$ cat src/rtl/scramble_pkg.sv
// Shared definitions for the colour-scramble control path: channel-select encodings,
// the preset permutation table and the sequencer state type.
package scramble_pkg;

    localparam int unsigned SEL_W     = 6;
    localparam int unsigned IDX_W     = 3;
    localparam int unsigned N_PRESETS = 6;

    localparam logic [1:0] SRC_R    = 2'b00;
    localparam logic [1:0] SRC_G    = 2'b01;
    localparam logic [1:0] SRC_B    = 2'b10;
    localparam logic [1:0] SRC_ZERO = 2'b11;

    typedef logic [SEL_W-1:0] sel_t;

    localparam sel_t SEL_IDENTITY = {SRC_R, SRC_G, SRC_B};

    typedef enum logic [1:0] {
        MANUAL = 2'd0,
        AUTO   = 2'd1,
        FREEZE = 2'd2
    } scr_state_t;

    // Preset permutation table; out-of-range indices blank all channels.
    function automatic sel_t preset_sel(input logic [IDX_W-1:0] idx);
        case (idx)
            3'd0:    preset_sel = {SRC_R, SRC_G, SRC_B};
            3'd1:    preset_sel = {SRC_R, SRC_B, SRC_G};
            3'd2:    preset_sel = {SRC_G, SRC_R, SRC_B};
            3'd3:    preset_sel = {SRC_G, SRC_B, SRC_R};
            3'd4:    preset_sel = {SRC_B, SRC_R, SRC_G};
            3'd5:    preset_sel = {SRC_B, SRC_G, SRC_R};
            default: preset_sel = {SRC_ZERO, SRC_ZERO, SRC_ZERO};
        endcase
    endfunction

    function automatic logic [IDX_W-1:0] next_idx(input logic [IDX_W-1:0] idx);
        next_idx = (idx == IDX_W'(N_PRESETS - 1)) ? '0 : idx + IDX_W'(1);
    endfunction

endpackage

$ cat src/rtl/sync_2ff.sv
// Two-flop synchronizer for quasi-static board inputs entering the pixel clock domain.
module sync_2ff #(
    parameter int unsigned WIDTH = 1
) (
    input  logic             clk,
    input  logic             rst,
    input  logic [WIDTH-1:0] d,
    output logic [WIDTH-1:0] q
);

    logic [WIDTH-1:0] meta;

    always_ff @(posedge clk) begin
        if (rst) begin
            meta <= '0;
            q    <= '0;
        end else begin
            meta <= d;
            q    <= meta;
        end
    end

endmodule

$ cat src/rtl/scramble_sequencer.sv
// Chooses the channel-select word from the switches or a timed preset sequence and
// commits it to the scramble stage only on frame boundaries.
module scramble_sequencer
    import scramble_pkg::*;
#(
    parameter int unsigned FRAMES_PER_STEP = 60
) (
    input  logic             clk,
    input  logic             rst,
    input  logic [SEL_W-1:0] sw_sel,
    input  logic             auto_en,
    input  logic             freeze,
    input  logic             step,
    input  logic             frame_start,
    output logic [SEL_W-1:0] sel,
    output logic [IDX_W-1:0] preset_idx,
    output logic             pending
);

    localparam int unsigned CNT_W = $clog2(FRAMES_PER_STEP) + 1;
    localparam logic [CNT_W-1:0] CNT_LAST = CNT_W'(FRAMES_PER_STEP - 1);

    logic [SEL_W:0]     sync_q;
    sel_t               sw_s;
    logic               auto_s;
    scr_state_t         state, state_nxt;
    sel_t               shadow, sel_nxt;
    logic [IDX_W-1:0]   idx_nxt;
    logic [CNT_W-1:0]   cnt, cnt_nxt;
    logic               advance;

    sync_2ff #(.WIDTH(SEL_W + 1)) u_sync (
        .clk (clk),
        .rst (rst),
        .d   ({auto_en, sw_sel}),
        .q   (sync_q)
    );

    assign sw_s   = sync_q[SEL_W-1:0];
    assign auto_s = sync_q[SEL_W];

    always_ff @(posedge clk) begin
        if (rst) state <= MANUAL;
        else     state <= state_nxt;
    end

    // Mode transitions, shadow selection and preset/frame-count bookkeeping.
    always_comb begin
        state_nxt = state;
        shadow    = sel;
        idx_nxt   = preset_idx;
        cnt_nxt   = cnt;
        advance   = 1'b0;
        case (state)
            MANUAL: begin
                shadow  = sw_s;
                cnt_nxt = '0;
                if (freeze) begin
                    state_nxt = FREEZE;
                end else if (auto_s) begin
                    state_nxt = AUTO;
                    idx_nxt   = '0;
                end
            end
            AUTO: begin
                shadow = preset_sel(preset_idx);
                if (freeze)       state_nxt = FREEZE;
                else if (!auto_s) state_nxt = MANUAL;
                // A step coinciding with the terminal count still advances only once.
                advance = step || (frame_start && (cnt == CNT_LAST));
                if (advance) begin
                    idx_nxt = next_idx(preset_idx);
                    cnt_nxt = '0;
                end else if (frame_start) begin
                    cnt_nxt = cnt + CNT_W'(1);
                end
            end
            FREEZE: begin
                shadow = sel;
                if (!freeze) state_nxt = auto_s ? AUTO : MANUAL;
            end
            default: state_nxt = MANUAL;
        endcase
        sel_nxt = sel;
        if (frame_start) sel_nxt = advance ? preset_sel(idx_nxt) : shadow;
    end

    always_ff @(posedge clk) begin
        if (rst) begin
            sel        <= SEL_IDENTITY;
            preset_idx <= '0;
            cnt        <= '0;
            pending    <= 1'b0;
        end else begin
            sel        <= sel_nxt;
            preset_idx <= idx_nxt;
            cnt        <= cnt_nxt;
            pending    <= (shadow != sel);
        end
    end

endmodule

$ cat config.mk
export PLATFORM = sky130hd
export DESIGN_NAME = scramble_sequencer
export DESIGN_NICKNAME = d
export VERILOG_FILES = /design/src/rtl/scramble_pkg.sv /design/src/rtl/sync_2ff.sv /design/src/rtl/scramble_sequencer.sv
export SDC_FILE = /design/constraint.sdc
export NUM_CORES = 1
export LEC_CHECK = 0
export BUFFER_PORTS_ARGS = -buffer_cell sky130_fd_sc_hd__buf_2
export CAP_MARGIN = 10
export CORE_MARGIN = 5
export CORE_UTILIZATION = 50
export DETAILED_ROUTE_END_ITERATION = 8
export PLACE_DENSITY = 0.68
export SETUP_SLACK_MARGIN = 0.3
export SYNTH_ARGS = -nofsm -noshare
export SYNTH_HDL_FRONTEND = slang
export SYNTH_HIERARCHICAL = 1
export SYNTH_SLANG_ARGS = --single-unit
export TNS_END_PERCENT = 20
$ cat constraint.sdc
create_clock -name clk -period 2.53 [get_ports clk]
set_input_delay 0.506 -clock clk [delete_from_list [all_inputs] [get_ports clk]]
set_output_delay 0.506 -clock clk [all_outputs]
set_load 0.01 [all_outputs]
==> flow_summary.json, run 1 <==
{
  "cts_max_level": 2,
  "dp_cells": 243,
  "clockBufferDepth": 2,
  "synthMuxAreaShare": 0.0211,
  "synthArstFlopShare": 0,
  "slew_viol_final": 0,
  "dr.pass1.iters": 5,
  "cp_max_fo": 11,
  "grt_remaining_overflow": 0,
  "die-width_um": 67.6,
  "routed.top_layer": "met4",
  "max_slew.worst_pin.slew_ps": 678,
  "path_cells": "ha_1, and4_1, a21oi_4, o41ai_1, a31oi_2, xnor2_1, a311o_1",
  "status": "complete, no violations",
  "period_minus_slack_ps": 2070,
  "yosysUniqueCellTypes": 45,
  "area_delta_synth_final_pct": 9.88,
  "clkTransAtPathRegs_ps": 120,
  "yosysTopAreaCellShare": 0.398,
  "p_total_mw": 0.953,
  "setup_slack_ps": 461,
  "yosysTopAreaCell": "dfxtp_1",
  "fp.coreArea_um2": 3280,
  "grt_pass1_wl_mm": 5.49,
  "synth-compound-area-share": 0.178,
  "maxSlewHeadroom": 0.548,
  "swShare": 0.273,
  "hold_viol_final": 0,
  "io_pins": 22,
  "core.rowCount": 21,
  "avgViaCountPerCell": 5.29,
  "post-place-ws_ps": 283,
  "synth.most_common_cell": "dfxtp_1",
  "io_buffers": 21,
  "setup.worst_path.end_class": "flip-flop",
  "cp_slowest_cell": "dfxtp_1",
  "wl_per_cell_um": 13.1,
  "vias": 1327,
  "met1_length_mm": 1.49,
  "regArea_um2": 661,
  "start_util": 0.505,
  "multiInputGateArea_um2": 907,
  "internal-power_mw": 0.692,
  "num_antenna_cells": 0,
  "synthFlopType": "dfxtp_1",
  "seq_power_share": 0.583,
  "dr_wl_met2_mm": 1.52,
  "ys_top_cells_by_count": "dfxtp_1 (33), nor2_1 (22), a21oi_1 (14)",
  "clk_latency_ps": 350,
  "numCtsBuffers": 5,
  "cp.required_ps": 2780,
  "fmax_mhz": 483,
  "cts_tree": "built",
  "setup_violations": 0,
  "p_comb_frac": 0.107,
  "grt_max_degree": 26,
  "timing_worst_setup_path_type": "reg2reg",
  "synth-edff-count": 0,
  "yosys_warnings": 6,
  "postCtsHoldBufs": 0,
  "cp.buffers_inverters": 0,
  "hpwl_mm": 2.36,
  "layout.cells.non_filler": 251,
  "crit_path_start_kind": "flip-flop",
  "wirelength_mm": 3.28,
  "synth_xor_area_frac": 0.0792,
  "synth_top_family_by_area": "simple AND/OR/NAND/NOR gates",
  "synthCells": 186,
  "rsz0062_at_grt": "no",
  "grt_use_total": 0.164,
  "synth-adder-area-share": 0.00754,
  "fin_tns_setup_ps": 0,
  "finalCritPeriodShare": 0.818,
  "dr_wl_met3_um": 220,
  "worst_hold_path_type": "in2reg",
  "power_leakage_nw": 0.725,
  "cp.arrival_ps": 2320,
  "crit_cells": 7,
  "synth_area_um2": 1660,
  "clkPwrFrac": 0.310,
  "synth-simple-area-share": 0.253,
  "grt_pass1_vias": 1230,
  "drive_above_1_share": 0.263,
  "ant_nets": 0,
  "drcViolationCount": 0,
  "synth-seq-cells": 33,
  "power_density_nw_per_um2": 523,
  "peakVddDrop_mv": 0.326,
  "p_switching_mw": 0.260,
  "min_path_cells": 2,
  "nFillCells": 331,
  "syn_avg_cell_area_um2": 8.92,
  "gp_congestion": 0.854,
  "crit_family": "compound AO/OA/AOI/OAI gates",
  "cts-root-buf": "clkbuf_4",
  "cts_sinks": 33,
  "r2r.worst_path.cells": 7,
  "cap_violations": 0,
  "die_area_um2": 4570,
  "drt_iter0_drc": 117,
  "nets": 217,
  "synth_area_leaders": "dfxtp_1 (40%), xnor2_1 (6.3%), nor2b_2 (5.8%), nor2_1 (5.0%), a21oi_1 (4.2%)",
  "finClkSkew_ps": 20.4,
  "antenna_found_initial": 0,
  "yosysSeqAreaShare": 0.398,
  "slowest_delay_ps": 410,
  "syn_nets": 199,
  "die_height_um": 67.6
}
[state kept, by name (all words and copies together), names as in the netlist]
signal,cells
cnt,7
u_sync/meta,7
u_sync/q,7
sel,6
preset_idx,3
state,2
pending,1
[per-stage QoR]
stage               hold slack [ps]  area (um^2)   util
global route                    349         1820  0.555
CTS                             359         1810  0.551
global placement                413         1760  0.534
floorplan                       411         1660      -
finish                          370         1820  0.555
detailed placement              428         1760  0.534
[layout by cell type, fill, tap and decap left out, types with 3 or more instances in the layout]
cell type	Yosys	final
and2b_1	3	3
and3_1	4	4
o21ai_0	10	10
inv_1	8	8
xnor2_1	12	12
xor2_1	3	3
buf_2	2	21
nor2_1	22	22
dfxtp_1	33	33
nand2_1	12	12
clkbuf_4	0	5
a21oi_1	14	14
nand3_1	5	5
nor2b_2	11	11
[layer usage]
metal	up-vias	global-route usage
li1	673	-
met1	604	0.197
met2	43	0.253
met3	7	0.0632
met4	0	0.0810
met5	-	0
[worst paths after layout]
kind | from | to | slack (ps)
hold / removal | sw_sel[0] | u_sync/meta[0] | 370
hold reg to reg | u_sync/meta[4] | u_sync/q[4] | 440
setup reg to reg | cnt[0] | sel[2] | 460
setup / recovery | cnt[0] | sel[2] | 460
[power by group through the flow]
stage | Sequential [mW] | Combinational (mW) | Clock (mW)
6_report | 0.556 | 0.102 | 0.295
5_1_grt | 0.559 | 0.114 | 0.335
2_1_floorplan | 0.565 | 0.0772 | 0
3_3_place_gp | 0.566 | 0.0985 | 0
3_5_place_dp | 0.568 | 0.101 | 0
4_1_cts | 0.556 | 0.102 | 0.308
[timing repair]
item	4_1_cts	5_1_grt
setup endpoints to repair	0	2
setup buffers	0	0
resized for setup	0	2
[cells by family (layout without fill, tap and decap cells)]
group           Yosys count  in the layout
compound gates           42             42
xor+xnor                 15             15
fa+ha+maj                 1              1
buf+inv                  19             38
flops                    33             33
mux                       3              3
simple gates             73             73
[area by class of cell]
cell class                      count  share of cell area
Clock inverter                      3             0.00961
Multi-Input combinational cell    134               0.498
Tap cell                           46              0.0316
Clock buffer                        5              0.0206
Timing Repair Buffer               22              0.0618
Sequential cell                    33               0.362
Inverter                            8              0.0165
Note: power is estimated with default switching activity, not from simulation.
==> run 2, diff against run 1 <==
ABC_AREA = 1   (was unset)
clock period = 2.1 ns   (was 2.53 ns; I/O delays follow)
==> flow_summary.json, run 2 <==
{
  "cap_violations": 0,
  "drt_iter0_drc": 111,
  "setup_violations": 0,
  "grt_remaining_overflow": 0,
  "core.rowCount": 20,
  "num_antenna_cells": 0,
  "synthCells": 230,
  "synthFlopType": "dfxtp_1",
  "hold-path-endpoint": "state[0]",
  "drcViolationCount": 0,
  "antenna_found_initial": 0,
  "power_leakage_nw": 0.831,
  "dp_cells": 294,
  "wl_per_cell_um": 11.8,
  "cts_tree": "built",
  "synth_area_um2": 1600,
  "avgViaCountPerCell": 5.01,
  "max_slew.worst_pin.slew_ps": 304,
  "gp_congestion": 0.864,
  "cts_max_level": 2,
  "die_height_um": 66.6,
  "clk_latency_ps": 330,
  "syn_nets": 243,
  "yosys_warnings": 6,
  "dr.pass1.iters": 4,
  "finalCritPeriodShare": 0.811,
  "wirelength_mm": 3.58,
  "grt_pass1_wl_mm": 6.09,
  "r2r_start": "cnt[0]",
  "regArea_um2": 666,
  "reg.largest.list": "cnt (7), u_sync/meta (7), u_sync/q (7)",
  "area_delta_synth_final_pct": 18.7,
  "synth-seq-cells": 33,
  "yosysSeqAreaShare": 0.413,
  "hold_viol_final": 0,
  "r2r.worst_path.cells": 12,
  "maxSlewHeadroom": 0.797,
  "rsz0062_at_grt": "yes",
  "cp.required_ps": 2340,
  "hpwl_mm": 2.55,
  "yosysTopAreaCell": "dfxtp_1",
  "io_pins": 22,
  "layout.cells.non_filler": 303,
  "grt_use_total": 0.179,
  "fin_tns_setup_ps": 0,
  "start_util": 0.524,
  "hold_path_startpoint": "freeze",
  "timing.hold.ws_ps": 280,
  "power_density_nw_per_um2": 681,
  "yosysUniqueCellTypes": 33,
  "clkTransAtPathRegs_ps": 110,
  "setup.worst_path.end_class": "flip-flop",
  "r2r_end": "sel[2]",
  "reg2reg_slack_ps": 400,
  "cp_max_fo": 6,
  "die_area_um2": 4430,
  "slew_viol_final": 0,
  "drive_above_1_share": 0.224,
  "nets": 271,
  "cts-root-buf": "clkbuf_4",
  "timing_worst_setup_path_type": "reg2reg",
  "synth_area_leaders": "dfxtp_1 (41%), nand2_1 (13%), inv_1 (8.0%), nor2_1 (7.0%), a21oi_1 (5.0%)",
  "grt_pass1_vias": 1424,
  "final_common_cell": "nand2_1",
  "synthArstFlopShare": 0,
  "peakVddDrop_mv": 0.481,
  "postCtsHoldBufs": 0,
  "yosysTopAreaCellShare": 0.413,
  "fp.coreArea_um2": 3050,
  "period_minus_slack_ps": 1700,
  "ant_nets": 0,
  "nFillCells": 293,
  "finClkSkew_ps": 11.7,
  "min_path_cells": 2,
  "ys_top_cells_by_count": "nand2_1 (54), inv_1 (34), dfxtp_1 (33)",
  "multiInputGateArea_um2": 810,
  "io_buffers": 21,
  "syn_avg_cell_area_um2": 6.96,
  "grt_max_degree": 28,
  "layout_common_cells": "nand2_1 (48), inv_1 (33), dfxtp_1 (31), nor2_1 (29), buf_2 (21)",
  "synth-edff-count": 0,
  "worst_hold_path_type": "in2reg",
  "vias": 1519,
  "cts_sinks": 33,
  "clockBufferDepth": 2,
  "synth.most_common_cell": "nand2_1",
  "numCtsBuffers": 5,
  "cp.arrival_ps": 1940,
  "crit_path_start_kind": "flip-flop",
  "post-route-util": 0.622,
  "status": "complete, no violations",
  "die-width_um": 66.6,
  "fmax_mhz": 588
}
run 2: routing by layer:
metal / vias up / track usage / share of wire
met5: - / 0 / 0
met4: 0 / 0.0685 / 0.018
met3: 8 / 0.0354 / 0.055
met2: 45 / 0.296 / 0.47
met1: 681 / 0.229 / 0.46
li1: 785 / - / -
run 2: cell families (layout without fill, tap and decap cells):
kind of cell | Yosys count | count (layout) | synth area share
fa+ha+maj | 1 | 1 | 0.00782
buf+inv | 42 | 71 | 0.109
simple gates | 116 | 116 | 0.321
flops | 33 | 33 | 0.413
compound gates | 34 | 34 | 0.127
xor+xnor | 4 | 4 | 0.0219
run 2: worst max-delay path by stage:
stage                start      to  cells after the start
6_report            cnt[0]  sel[2]                     12
5_1_grt             cnt[0]  sel[2]                     12
3_3_place_gp   frame_start  sel[0]                     12
4_1_cts             cnt[0]  sel[0]                     12
3_5_place_dp   frame_start  sel[0]                     12
2_1_floorplan       cnt[0]  sel[0]                     12
run 2: cell type report:
type / instances / area share
Tap cell: 44 / 0.0290
Clock buffer: 7 / 0.0290
Multi-Input combinational cell: 155 / 0.426
Clock inverter: 1 / 0.0158
Sequential cell: 33 / 0.350
Timing Repair Buffer: 24 / 0.0672
Inverter: 39 / 0.0823
run 2: per-stage QoR:
step	instance area (um^2)	total power, mW	setup slack, ps
global route	1900	1.36	260
floorplan	1600	0.764	613
global placement	1760	0.806	390
finish	1900	1.29	398
detailed placement	1760	0.807	417
CTS	1840	1.31	385
run 2: timing repair:
action	4_1_cts	5_1_grt
setup buffers	0	1
endpoints found under the setup margin	0	4
gates resized for setup	0	17
run 2: worst max-delay path: stages (launching register included):
cell	delay [ps]
dfxtp_4	390
ha_4	130
nand2_1	60
nor2_2	140
nand2_2	80
nand2_4	140
nand2_1	80
nand2_1	90
nand2_2	120
o211ai_1	220
nand2_1	80
nand2_1	60
nand2_1	40
run 2: report_power, final:
group	switching, mW	internal [mW]	leakage (nW)
clock network	0.213	0.284	0.0455
registers	0.0162	0.649	0.272
logic	0.0784	0.0519	0.514
